[src/rtl/fir_sample_pacer.sv]
// Sample source for the fir_filter input side: a host-written FIFO drained one
// sample per (gap+1) cycles as input_data + input_data_flag. Optional FIR_PACER_COUNT_EN adds sample_count.
module fir_sample_pacer #(
  parameter int DATA_WIDTH = 8,
  parameter int DEPTH      = 16,
  parameter int GAP_WIDTH  = 8
) (
  input  logic                         clk,
  input  logic                         rst,
  input  logic [DATA_WIDTH-1:0]        wr_data,
  input  logic                         wr_en,
  output logic                         wr_full,
  output logic [$clog2(DEPTH):0]       wr_level,
  input  logic [GAP_WIDTH-1:0]         gap,
  input  logic                         start,
  input  logic                         stop,
  output logic                         busy,
  output logic [DATA_WIDTH-1:0]        input_data,
  output logic                         input_data_flag,
`ifdef FIR_PACER_COUNT_EN
  output logic [15:0]                  sample_count,
`endif
  output logic                         underrun
);

  localparam int AW = $clog2(DEPTH);
  localparam int LW = AW + 1;

  typedef enum logic [1:0] {S_IDLE, S_EMIT, S_WAIT} state_t;

  state_t                state, state_next;
  logic [GAP_WIDTH-1:0]  cnt, cnt_next, gap_r;
  logic                  gap_load, underrun_next;

  logic [DATA_WIDTH-1:0] mem [DEPTH];
  logic [AW-1:0]         wr_ptr, rd_ptr;
  logic [LW-1:0]         level_next;
  logic [DATA_WIDTH-1:0] last_r;
  logic                  push, pop;

  assign push = wr_en && !wr_full;
  assign pop  = (state == S_EMIT);

  always_comb begin
    level_next = wr_level;
    if (push && !pop)      level_next = wr_level + LW'(1);
    else if (!push && pop) level_next = wr_level - LW'(1);
  end

  // Emission decisions use the post-edge occupancy, so a sample written in the
  // same cycle already counts as available for the next EMIT.
  always_comb begin
    state_next    = state;
    cnt_next      = cnt;
    gap_load      = 1'b0;
    underrun_next = 1'b0;
    case (state)
      S_IDLE: begin
        if (start && !stop && level_next != '0) begin
          state_next = S_EMIT;
          gap_load   = 1'b1;
        end
      end
      S_EMIT: begin
        if (stop) begin
          state_next = S_IDLE;
        end else if (gap_r != '0) begin
          state_next = S_WAIT;
          cnt_next   = gap_r - GAP_WIDTH'(1);
        end else if (level_next != '0) begin
          state_next = S_EMIT;
        end else begin
          state_next    = S_IDLE;
          underrun_next = 1'b1;
        end
      end
      S_WAIT: begin
        if (stop) begin
          state_next = S_IDLE;
        end else if (cnt != '0) begin
          cnt_next = cnt - GAP_WIDTH'(1);
        end else if (level_next != '0) begin
          state_next = S_EMIT;
        end else begin
          state_next    = S_IDLE;
          underrun_next = 1'b1;
        end
      end
      default: state_next = S_IDLE;
    endcase
  end

  always_ff @(posedge clk) begin
    if (rst) begin
      state    <= S_IDLE;
      cnt      <= '0;
      gap_r    <= '0;
      underrun <= 1'b0;
      wr_ptr   <= '0;
      rd_ptr   <= '0;
      wr_level <= '0;
      wr_full  <= 1'b0;
      last_r   <= '0;
    end else begin
      state    <= state_next;
      cnt      <= cnt_next;
      underrun <= underrun_next;
      if (gap_load) gap_r <= gap;
      if (push) wr_ptr <= wr_ptr + AW'(1);
      if (pop) begin
        rd_ptr <= rd_ptr + AW'(1);
        last_r <= mem[rd_ptr];
      end
      wr_level <= level_next;
      wr_full  <= (level_next == LW'(DEPTH));
    end
  end

  always_ff @(posedge clk) begin
    if (push) mem[wr_ptr] <= wr_data;
  end

  // The head is presented during the flag cycle itself; last_r holds it afterwards.
  assign input_data_flag = (state == S_EMIT);
  assign input_data      = input_data_flag ? mem[rd_ptr] : last_r;
  assign busy            = (state != S_IDLE);

`ifdef FIR_PACER_COUNT_EN
  always_ff @(posedge clk) begin
    if (rst)      sample_count <= '0;
    else if (pop) sample_count <= sample_count + 16'd1;
  end
`endif

endmodule
[config.mk]
export PLATFORM = sky130hd
export DESIGN_NAME = fir_sample_pacer
export DESIGN_NICKNAME = d
export VERILOG_FILES = /design/src/rtl/fir_sample_pacer.sv
export SDC_FILE = /design/constraint.sdc
export NUM_CORES = 1
export LEC_CHECK = 0
export CORE_ASPECT_RATIO = 0.6
export CORE_MARGIN = 4
export CORE_UTILIZATION = 35
export DETAILED_ROUTE_END_ITERATION = 10
export PLACE_DENSITY = 0.59
export SLEW_MARGIN = 20
export SYNTH_ARGS = -nofsm -noshare
export SYNTH_HDL_FRONTEND = slang
export SYNTH_SLANG_ARGS = --single-unit
[constraint.sdc]
create_clock -name clk -period 2.6 [get_ports clk]
set_clock_uncertainty 0.1 [all_clocks]
set_input_delay 0.52 -clock clk [delete_from_list [all_inputs] [get_ports clk]]
set_output_delay 0.52 -clock clk [all_outputs]
set_load 0.02 [all_outputs]
# Word level (Yosys, flattened, before mapping)
# Memories as Yosys holds them, arrays and structs flattened. A register that Yosys moved wholly into a read port is not among the register bits.
# Cells that the tools add are included.
# totals
ff_bits,41
n_memories,1
romBits,0
mem_bits_rw,128
latchBits,0
output_inout_bits,17
word_cells,69
# mem_list
name,depth,word_bits,read_ports,rd_clocked_by_memory_dff,wr,line_no,source
mem,16,8,1,1,1,35,logic [DATA_WIDTH-1:0] mem [DEPTH];
# classes
order_cmp,0
shifts,0
addsub,6
muxes,27
div,0
n_reduce_logical,17
n_eq_ne,9
n_bitwise,0
n_mul,0
# ops
operator,count
$mux 8,5
$pmux 8 s2,1
$reduce_bool 8->1,2
$sub 8x1->8 const B,2
$mux 1,10
$mux 2,5
$mux 5,2
$add 4x1->4 const B,2
$mux 4,2
$ne 2x2->1 const B,4
$pmux 2 s3,1
$add 5x1->5 const B,1
$eq 5x5->1 const B,1
$logic_and 1x1->1,5
$reduce_and 5->1,1
$reduce_bool 5->1,1
$sub 5x1->5 const B,1
$logic_not 1->1,4
$reduce_bool 2->1,2
$ne 3x3->1 const B,1
$eq 2x1->1 const B,1
$eq 2x2->1 const B,1
$logic_not 2->1,1
$ne 2x1->1 const B,1
2 further kinds,2

# Logic depth before layout (Yosys ltp)
# Gate-level depths: netlist of the first run.
# logic_depth
word_depth,11
ltp_mapped,11

# Worst setup path before layout of the first run
# No wires, ideal clock.
# synth_timing
path_kind,reg-to-output
startpoint,reg (tool-made name)
endpoint,out input_data[0]
required_time_ns,1.980
slack_ns,0.046
n_path_buf,2
t_arrival_ns,1.934
stages_incl_launch_ff,6
path_cell_list,dfxtp_1 -> buf_2 -> buf_4 -> mux4_2 -> mux4_2 -> mux2_2
# synth_rtl
item,line_no,source
"end, declared",18,"output logic [DATA_WIDTH-1:0] input_data,"

==> results of run 1 <==
==> registers in the layout (all words and copies together), names as in the netlist, named ones only <==
register	cells
cnt	8
wr_full	1
gap_r	8
underrun	1
mem	128
rd_ptr	4
wr_level	5
wr_ptr	4
last_r	8
state	2
==> cell families after synthesis <==
family                   synth area share (%)
flip-flops                               66.0
AND/OR/NAND/NOR                          8.28
multiplexers                             16.4
AO/OA/AOI/OAI                            4.14
buffers and inverters                    2.00
adder cells (fa/ha/maj)                  2.09
XOR/XNOR                                 1.10
==> cells in the final DEF, fill, tap and decap left out, types with 6 or more instances in the layout <==
cell                              instances
sky130_fd_sc_hd__edfxtp_1               128
sky130_fd_sc_hd__buf_4                   52
sky130_fd_sc_hd__nor2_1                  51
sky130_fd_sc_hd__dfxtp_1                 44
sky130_fd_sc_hd__mux4_2                  40
sky130_fd_sc_hd__clkdlybuf4s50_1         29
sky130_fd_sc_hd__mux2i_1                 19
sky130_fd_sc_hd__nand2_1                 17
sky130_fd_sc_hd__clkbuf_16               17
sky130_fd_sc_hd__nor3_1                  12
sky130_fd_sc_hd__o21ai_0                 10
sky130_fd_sc_hd__nor2b_1                 10
sky130_fd_sc_hd__ha_1                    10
sky130_fd_sc_hd__inv_1                    8
sky130_fd_sc_hd__mux2_4                   8
sky130_fd_sc_hd__a21oi_1                  8
sky130_fd_sc_hd__buf_6                    8
sky130_fd_sc_hd__buf_12                   7
sky130_fd_sc_hd__xor2_1                   6
==> where the power goes <==
part           switching [W]  internal [W]
Sequential          0.000193       0.00316
Clock                0.00110       0.00133
Combinational        0.00117       0.00131
Total                0.00246       0.00580
==> layer usage <==
layer	routed length [um]	GRT usage, %	up-vias
li1	-	-	1953
met1	7600	23.3	2107
met2	7150	21.0	110
met3	1430	4.07	5
met4	73	3.85	0
met5	0	0	-
==> stage by stage <==
step           std cells  hold slack (ns)  utilization [%]
6_report             835            0.383             44.6
5_1_grt              835            0.425             44.6
4_1_cts              835            0.384             44.5
3_5_place_dp         801            0.367             41.3
3_3_place_gp         801            0.364             41.3
2_1_floorplan        456            0.337                -
==> final cells by class <==
cell class / count / share of cell area (%)
Clock buffer: 17 / 4.75
Clock inverter: 15 / 1.52
Inverter: 9 / 0.377
Multi-Input combinational cell: 250 / 26.1
Sequential cell: 173 / 53.0
Tap cell: 273 / 3.81
Timing Repair Buffer: 98 / 10.5
==> worst min-delay path: cells and delay by family (launching register included) <==
family	cells	cell delay [ns]
AO/OA/AOI/OAI	1	0.06
AND/OR/NAND/NOR	1	0.06
flip-flops	1	0.32
==> repair_timing <==
item,4_1_cts,5_1_grt
gates cloned,1,0
gates resized for setup,54,10
setup endpoints to repair,9,11
setup buffers,1,1
==> worst paths after layout <==
path	start	endpoint	slack, ns	depth (start not counted)
max	flop	input_data[0]	-0.47	5
min	cnt[7]	cnt[7]	0.38	2
max reg2reg	cnt[5]	state[1]	0.16	7
min reg2reg	cnt[7]	cnt[7]	0.38	2
==> run summary, run 1 <==
The flow ran to the end, but the final reports show violations. The checks that failed: setup timing. The post-route netlist has 27.9% of its cells at a drive strength greater than 1.

The fmax came out at 0.326 GHz. The post-synthesis async set-or-reset flop share is 0%. Ranked by total cell area, the synthesized netlist is headed by sky130_fd_sc_hd__edfxtp_1, sky130_fd_sc_hd__dfxtp_1, sky130_fd_sc_hd__mux4_2.

At the worst endpoint, the required time is 1.98 ns. The global-route wire length before repair is 25900 um. Relative to the synthesized area, the layout overhead comes to 24.7%.

Number of violations reported at the end of detailed-routing iteration 0: 349. The run gives -3.59 ns as the total negative setup slack. The cell with the largest stage delay on the worst path is sky130_fd_sc_hd__mux4_2. The logs give 38 for the I/O pin count and 0 for the remaining antenna violation count after routing. For this run, the slowest stage of the critical path takes 0.58 ns. Fill cells in the final layout number 1806. Cell seen most often among critical-path stages: sky130_fd_sc_hd__mux4_2.

The number of sinks handled by clock tree synthesis came out at 173. The worst pin sits at a relative slew slack of 52.9%. For the maximum resistive drop on vdd, the log shows 0.417 mV. The logs give 582 for the layout net count and 16300 um for the total routed wirelength. The total overflow left after global routing is 0.

CTS placed an instance of sky130_fd_sc_hd__clkbuf_16 at the clock tree root. The routed layout has 4175 vias. The run gives -0.471 ns as the final critical-path setup slack. No sink is reached through more buffers than the 2 on the longest clock path. TritonCTS built the clock tree.

Across every metal layer, demand over resource in global routing totals 15.1%. Largest area contributor in the netlist: sky130_fd_sc_hd__edfxtp_1. The tightest min-delay check is of the reg -> reg type. 0 antenna diodes ended up in the layout. The analysis attributes to cell leakage a power of 3.03 nW. For the count of final setup violators, the log shows 8. The endpoint kind of the worst setup timing path was an output port. The tools report the total clock buffers created by CTS as 17. At the pin with the least slew margin, the transition time is 0.705 ns. The count of flip-flops with a built-in enable after synthesis is 128.

The count of buffering cells on the critical path with inverters included was 2; the final HPWL from detailed placement was 11200 um. The tools report the last weighted congestion value of the routability-driven placer as 0.833. OpenSTA, run right after detailed placement, puts the worst setup slack at -0.457 ns. The die covers 23000 um2.

The H-tree was split into 4 levels. The per-instance average area after synthesis came out at 15.8 um2. Along the worst path, the maximum fanout reaches 6.

The count of buffers added on input and output ports is 37. The tools report the number of pins exceeding their max-slew limit in the final report as 0. Netlist area before placement: 7190 um2. The floorplan has 40 rows. The power density over the cells works out to 922 nW/um2. The run gives 0.42 ns as the clock insertion delay at the later pin of the skew report.

The number of antenna violations at the first check in global routing was 0. The netlist uses 54 different library cells. In the routed layout, each cell is associated on average with a via count of 5.00. After synthesis, the largest area contributor takes up 53.4% of total cell area. In this run, post-CTS hold repair placed 0 buffers. The area after detailed placement was 8310 um2; the number of storage elements in the synthesis netlist was 173. The core region is 20100 um2. For the pin count of the biggest net entering global routing, the log shows 24.

The sequential cell area fraction in the yosys report came out at 66.0%. The via count of the first global-routing pass was 4324. The overall die height came out at 119 um.

The average routed wire per standard cell works out to 19.5 um. For this run, design rule violations remaining after detail routing come to 0. STA puts the critical path data arrival time at 2.45 ns. The post-route clock period utilization was 118%; the effective utilization at floorplan was 35.7%. The design draws 0.00826 W.

The width of the die was 193 um; the number of warnings issued by yosys was 0. The tools report the launching element type of the critical path as a flop. The time the worst path needs with I/O delays and setup is 3.07 ns, and the first-pass iteration count of the detailed router is 5. The critical path is of the reg -> out type. Most frequent cell after synthesis: sky130_fd_sc_hd__edfxtp_1. The logs give 0 for the count of max-cap constraint violations and 4750 um2 for the combined flip-flop and latch cell area.

The synthesized instance count was 456. The top cell family by delay on the critical path was multiplexers. The clock-pin slew reported for the worst setup and hold paths after clock tree synthesis was 0.07 ns. Synthesis produced a netlist with a net count of 489. Setup repair after global routing could not meet its margin everywhere.

Summing all non-filler instances in the final layout gives an area of 8960 um2. The most common flop cell mapped by yosys is sky130_fd_sc_hd__edfxtp_1. The final count of hold timing violations is 0. Ranked by instance count, the synthesized netlist is headed by sky130_fd_sc_hd__edfxtp_1, sky130_fd_sc_hd__nor2_1, sky130_fd_sc_hd__dfxtp_1, sky130_fd_sc_hd__mux4_2, sky130_fd_sc_hd__mux2i_1.

Traced cell by cell, the critical path runs through buf_12 > mux4_2 > mux4_2 > mux2_4 > buf_6. In the final layout, the multi-input gates occupy 2340 um2.
Note: power is estimated with default switching activity, not from simulation.
==> run 2: changes to the inputs <==
--- a/config.mk
+++ b/config.mk
@@ -5,11 +5,12 @@
 export SDC_FILE = /design/constraint.sdc
 export NUM_CORES = 1
 export LEC_CHECK = 0
+export CAP_MARGIN = 20
 export CORE_ASPECT_RATIO = 0.6
 export CORE_MARGIN = 4
 export CORE_UTILIZATION = 35
 export DETAILED_ROUTE_END_ITERATION = 10
-export PLACE_DENSITY = 0.59
+export PLACE_DENSITY = 0.57
 export SLEW_MARGIN = 20
 export SYNTH_ARGS = -nofsm -noshare
 export SYNTH_HDL_FRONTEND = slang
==> constraint.sdc (replaced) <==
create_clock -name clk -period 3 [get_ports clk]
set_clock_uncertainty 0.1 [all_clocks]
set_input_delay 0.6 -clock clk [delete_from_list [all_inputs] [get_ports clk]]
set_output_delay 0.6 -clock clk [all_outputs]
set_load 0.02 [all_outputs]
==> run 2 against run 1 <==
Compared with the run above:
- the run still ends with setup timing left
- first-iteration DRC count grew 49%
- flip-flop and latch count is the same
- sequential power down 13%
- sequential share of layout area up 0.49 points
- highest routed layer unchanged
- global-route usage rose by 0.094 points
- critical path depth unchanged
- worst hold slack worse by 0.026 ns
==> run summary, run 2 (synthesized netlist as in run 1, its figures left out) <==
The maximum resistive drop on vdd is 0.386 mV, and the total power of the final layout is 0.00722 W. The area taken by multi-input logic gates was 2330 um2. Measured along the x axis, the die boundary spans 193 um. The number of pins exceeding their max-slew limit in the final report was 0; the number of flip-flops under the largest register name was 128.

In the routed design, unresolved DRC markers number 0. The average routed wire per standard cell was 20.3 um; the maximum count of clock buffers along a single path was 2. The total number of placement rows came out at 40. In this run the static leakage power is 2.98 nW. The final reports fail on setup timing. The last weighted congestion value of the routability-driven placer was 0.825; the design area was 8880 um2. Clock latency on the worst-skew pair, taken at its later pin, is 0.43 ns. The standard cell core area is 20100 um2. The worst setup path is launched from a flop.

The library cells used most frequently in the layout, excluding fill and tap cells, are sky130_fd_sc_hd__edfxtp_1, sky130_fd_sc_hd__nor2_1, sky130_fd_sc_hd__dfxtp_1. The flow ran to the end, but the final reports show violations. The total routed wirelength was 16700 um. The ratio of routed vias to standard cells was 5.15. The via count of the first global-routing pass came out at 4094.

For the pin count of the biggest net entering global routing, the log shows 26. The H-tree generated during clock tree synthesis spans 4 levels. For this run the aggregate overflow at the end of global routing stands at 0. The detailed router finished its first iteration with 520 violations. TritonCTS built the clock tree.

Headroom to the max-slew limit came out at 55.5%. The tools report the final HPWL from detailed placement as 11600 um. The number of antenna violations at the first check in global routing was 0. The total clock buffers created by CTS was 17. The data arrival at the endpoint of the critical path was 2.51 ns. The commonest non-fill, non-tap cell in the layout was sky130_fd_sc_hd__edfxtp_1. The routed layout has 4231 vias. The worst setup path is captured at an output port. The overall die height works out to 119 um. The category of the critical setup timing path was reg -> out. The type of the tightest min-delay check is reg -> reg.

Timing would allow up to 0.312 GHz. Setup violations remaining at the end of the flow were counted as 8. For the pin with the worst max-slew slack, the measured transition is 0.665 ns.

The tools report the final critical-path setup slack as -0.209 ns. Buffers placed on the I/O ports in this run total 37. The area after detailed placement came out at 8200 um2. The final count of hold timing violations came out at 0.

The tool flagged a number of max-cap violations equal to 0. Across the whole layout, storage elements account for 4750 um2. The clock net in this run drives a total of 173 sinks. For the worst setup path, the data required time is 2.30 ns.

The first global-routing pass estimated 25400 um of wire. The maximum fanout count along the critical path works out to 5. The number of antenna diodes in the final layout is 0.

For this run, the detailed router's first-pass iteration total came to 5. Of the cells placed in the final design, the portion with a size suffix greater than 1 is 26.1%. Power density over the cells: 812 nW/um2. The post-route clock period utilization was 107%; the area growth from synthesis to layout was 23.5%.

The register with the most flip-flops was mem. The fill cell instance count of the final layout is 1770, and the remaining antenna violation count after routing is 0. The run gives 15.2% as the overall routing resource usage. Setup repair after global routing could not meet its margin everywhere. Once the floorplan was initialized, standard cells occupied 35.7% of the core.

The cell chosen for the clock root was sky130_fd_sc_hd__clkbuf_16. Measured on the finished design, the core utilization comes to 44.1%. For the finished layout, the period the worst path requires is 3.21 ns.

The layout net count came out at 568. The die covers 23000 um2. Pin placement for this block handled 38 I/O pins.

The clock-pin slew reported for the worst setup and hold paths after clock tree synthesis came out at 0.07 ns.
run 2: power by group:
part,switching (W),internal [W]
combinational,0.000984,0.00107
clock,0.000984,0.00126
sequential,0.000177,0.00274
total,0.00214,0.00507
run 2: final cells by class:
class	count	share of cell area, %
well taps	273	3.85
multi-input cells	250	26.3
flip-flops and latches	173	53.5
inverters	9	0.380
clock buffers	17	4.79
repair buffers	84	9.28
clock inverters	15	1.97
run 2: repair_timing:
action / 4_1_cts / 5_1_grt
cloned: 2 / 0
resized for setup: 60 / 0
buffers inserted: 2 / 0
endpoints found under the setup margin: 8 / 8
hold buffers: 0 / 0
run 2: critical path, cell delays in order, from the launching register on:
cell                      delay (ns)
sky130_fd_sc_hd__dfxtp_4        0.43
sky130_fd_sc_hd__buf_6          0.16
sky130_fd_sc_hd__mux4_2         0.50
sky130_fd_sc_hd__mux4_2         0.55
sky130_fd_sc_hd__mux2_4         0.30
sky130_fd_sc_hd__buf_6          0.13
run 2: path summary, 6_finish.rpt:
kind	from	cells past startpoint	endpoint	slack (ns)
max	flop	5	input_data[1]	-0.21
min	cnt[7]	2	cnt[7]	0.36
max reg2reg	state[1]	12	gap_r[3]	0.35
min reg2reg	cnt[7]	2	cnt[7]	0.36
run 2: per-layer routing:
layer | global-route usage (%) | share of wire, %
met5 | 0 | 0
met4 | 3.85 | 0.87
met3 | 3.34 | 6.4
met2 | 19.7 | 41
met1 | 25.2 | 52
run 2: through the flow:
step,setup WS (ns),hold WS [ns],TNS (ns),instances
floorplan,0.366,0.337,0,456
finish,-0.209,0.357,-1.25,821
detailed placement,-0.175,0.352,-1.13,787
global placement,-0.159,0.358,-0.996,787
global route,-0.273,0.410,-1.81,821
CTS,-0.258,0.360,-1.80,823
==> run 3: changes to the inputs <==
--- a/config.mk
+++ b/config.mk
@@ -15,3 +15,4 @@
 export SYNTH_ARGS = -nofsm -noshare
 export SYNTH_HDL_FRONTEND = slang
 export SYNTH_SLANG_ARGS = --single-unit
+export TNS_END_PERCENT = 50
==> run 3 against run 2 <==
Compared with the run above:
- the run still ends with setup timing left
- setup slack improved by 0.0097 ns
- worst hold slack improved by 0.00093 ns
- flip-flop and latch count did not move
- via count rose by 0.21%
- non-clock buffer count did not move
- global-route usage barely moved
- register-to-register slack improved by 0.02 ns
- sequential power barely moved
- critical endpoint unchanged
- largest cell class unchanged
- largest power group unchanged
- highest routed layer unchanged
==> run summary, run 3 (synthesized netlist as in run 1, its figures left out) <==
Cell internal power was estimated by the tool at 0.00507 W. For the pin with the worst max-slew slack, the measured transition is 0.680 ns. The count of max-cap constraint violations was 0. The total negative setup slack is -1.22 ns. For the worst-skew pair, the clock arrives at the later sink with an insertion delay of 0.43 ns.

The H-tree was split into 4 levels. Global routing finished with a remaining overflow of 0. For the number of antenna violations at the first check in global routing, the log shows 0. The run gives 23000 um2 as the die footprint.

Once placement completed, the tool counted placed cells totaling 787. The logs give 0 for the diode insertion count for antenna repair and 40.4% for the part of the power in registers. After detailed routing, the average wire length per cell comes to 20.3 um. Setup violations remaining at the end of the flow were counted as 8. Final critical-path setup slack: -0.199 ns. The pin count of the biggest net entering global routing is 26. Critical path required time: 2.30 ns. The run gives 38 as the I/O pin count. The beginning of the worst register-to-register path was state[1].

The via count of the first global-routing pass came out at 4088. The final reports fail on setup timing. For the combined flip-flop and latch cell area, the log shows 4750 um2. In the layout the commonest cells are sky130_fd_sc_hd__edfxtp_1, sky130_fd_sc_hd__nor2_1, sky130_fd_sc_hd__dfxtp_1. For the area after detailed placement, the log shows 8200 um2.

The ratio of routed vias to standard cells came out at 5.16. STA classifies the critical path startpoint as a flop. The cell with the largest stage delay on the worst path was sky130_fd_sc_hd__mux4_2. Clock-pin slew was measured on the worst setup and hold paths at 0.07 ns.

Endpoint kind of the worst setup timing path: an output port. In this run the tool buffered the top-level ports with 37 buffer cells. The tools report the critical register-to-register path endpoint as gap_r[3].

The critical path goes through buf_6 > mux4_2 > mux4_2 > mux2_4 > buf_6. The maximum fanout count along the critical path is 5, and the reg-to-reg setup timing slack is 0.37 ns. The share of total power dissipated in combinational logic is 28.5%. The cts-stage hold buffer count is 0, and the total routed wirelength is 16700 um. The data arrival at the endpoint of the critical path was 2.50 ns. The path class of the tightest hold or removal check is reg -> reg. Setup repair after global routing could not meet its margin everywhere. The final route contains 4240 vias.

The logs give 0 for the detailed-route DRC error count and 568 for the layout net count. TritonCTS built the clock tree. The die is 119 um tall. The run finished, with violations left. For the tightest slew margin relative to the limit, the log shows 54.5%. The total area inside the core boundary comes to 20100 um2. The area growth from synthesis to layout is 23.5%, and the maximum resistive drop on vdd is 0.383 mV.

The design draws 0.00721 W. Global routing consumed, over all layers together, 15.1% of the routing resources. The number of sinks handled by clock tree synthesis was 173. Summing all non-filler instances in the final layout gives an area of 8880 um2. The final count of hold timing violations was 0.

Fill cells in the final layout number 1770. The part of the total power dissipated in the clock network is 31.1%, and the total clock buffers created by CTS is 17. The run gives 0.825 as the last weighted congestion value of the routability-driven placer. The longest clock path from root to sink contains 2 buffers. For this configuration, the core starts out at a cell density of 35.7%. Worst setup timing slack at the placement stage: -0.175 ns.

The final non-filler cell total is 821, and the net switching share of the total power is 29.7%. The category of the critical setup timing path was reg -> out. The tree is rooted in a sky130_fd_sc_hd__clkbuf_16. The detail route stage leaves a number of antenna-violating nets equal to 0. For the finished layout, the period the worst path requires is 3.20 ns.

The largest single stage delay on the critical path is 0.55 ns. The post-route clock period utilization works out to 107%. The total number of placement rows was 40. For this design the total switching power over the nets is 0.00214 W. The number of pins exceeding their max-slew limit in the final report is 0, and the share of post-route cells with drive strength above 1 is 26.1%. The area taken by multi-input logic gates is 2330 um2.

More flip-flops sit in one register than any other, and that register is mem. The first-pass iteration count of the detailed router came out at 4. The most critical setup path has its endpoint at input_data[1]. The width of the die was 193 um. The first global-routing pass estimated 25400 um of wire.

The number of flip-flops under the largest register name is 128, and the fmax is 0.313 GHz. Measured in cells, the most critical reg-to-reg path has a length of 12. The logs give 2.98 nW for the standby leakage power and 11600 um for the final HPWL from detailed placement. Number of violations reported at the end of detailed-routing iteration 0: 513. The library cell used most frequently in the layout, excluding fill and tap cells, is sky130_fd_sc_hd__edfxtp_1.

Power spread over the standard cell area amounts to 812 nW/um2.
[run 3: cell counts in the layout (fill, tap and decap cells not counted)]
No cell type changed its count.
[run 3: final cells by class]
| type | count | share of cell area [%] |
|---|---|---|
| tap | 273 | 3.85 |
| multi-input combinational | 250 | 26.3 |
| clock inverter | 15 | 1.97 |
| timing repair buffer | 84 | 9.28 |
| sequential | 173 | 53.5 |
| inverter | 9 | 0.380 |
| clock buffer | 17 | 4.79 |
[run 3: power by group through the flow]
stage	clock (W)	sequential, W	combinational [W]
5_1_grt	0.00241	0.00294	0.00223
2_1_floorplan	0	0.00292	0.00128
6_report	0.00224	0.00292	0.00205
3_3_place_gp	0	0.00295	0.00190
4_1_cts	0.00229	0.00291	0.00212
3_5_place_dp	0	0.00295	0.00194
[run 3: worst min-delay path by stage]
stage          endpoint  slack [ns]   start  cells after the start
6_report         cnt[7]        0.36  cnt[7]                      2
3_3_place_gp     cnt[7]        0.36  cnt[7]                      2
3_5_place_dp     cnt[7]        0.35  cnt[7]                      2
2_1_floorplan    cnt[7]        0.34  cnt[7]                      2
4_1_cts          cnt[7]        0.36  cnt[7]                      2
5_1_grt          cnt[7]        0.41  cnt[7]                      2
[run 3: per-stage QoR]
step / hold slack, ns / utilization, %
floorplan: 0.337 / -
global placement: 0.358 / 40.7
detailed placement: 0.352 / 40.7
CTS: 0.360 / 44.4
global route: 0.410 / 44.1
finish: 0.358 / 44.1
[run 3: layer usage]
| layer | track usage, % | vias up | share of wire, % |
|---|---|---|---|
| met5 | 0 | - | 0 |
| met4 | 3.85 | 0 | 0.67 |
| met3 | 3.34 | 13 | 7.2 |
| met2 | 19.7 | 171 | 41 |
| met1 | 25.1 | 2129 | 51 |
| li1 | - | 1927 | - |
[run 3: what timing repair did]
| item | in CTS | in global routing |
|---|---|---|
| endpoints found under the setup margin | 8 | 8 |
| resized for setup | 57 | 3 |
| buffers inserted | 2 | 0 |
| gates cloned | 2 | 0 |
| hold endpoints to repair | 0 | 0 |
[run 3: critical path: cells and delay by family, from the launching register on]
family,cells,cell delay [ns]
muxes,3,1.35
DFF,1,0.43
buffers and inverters,2,0.29
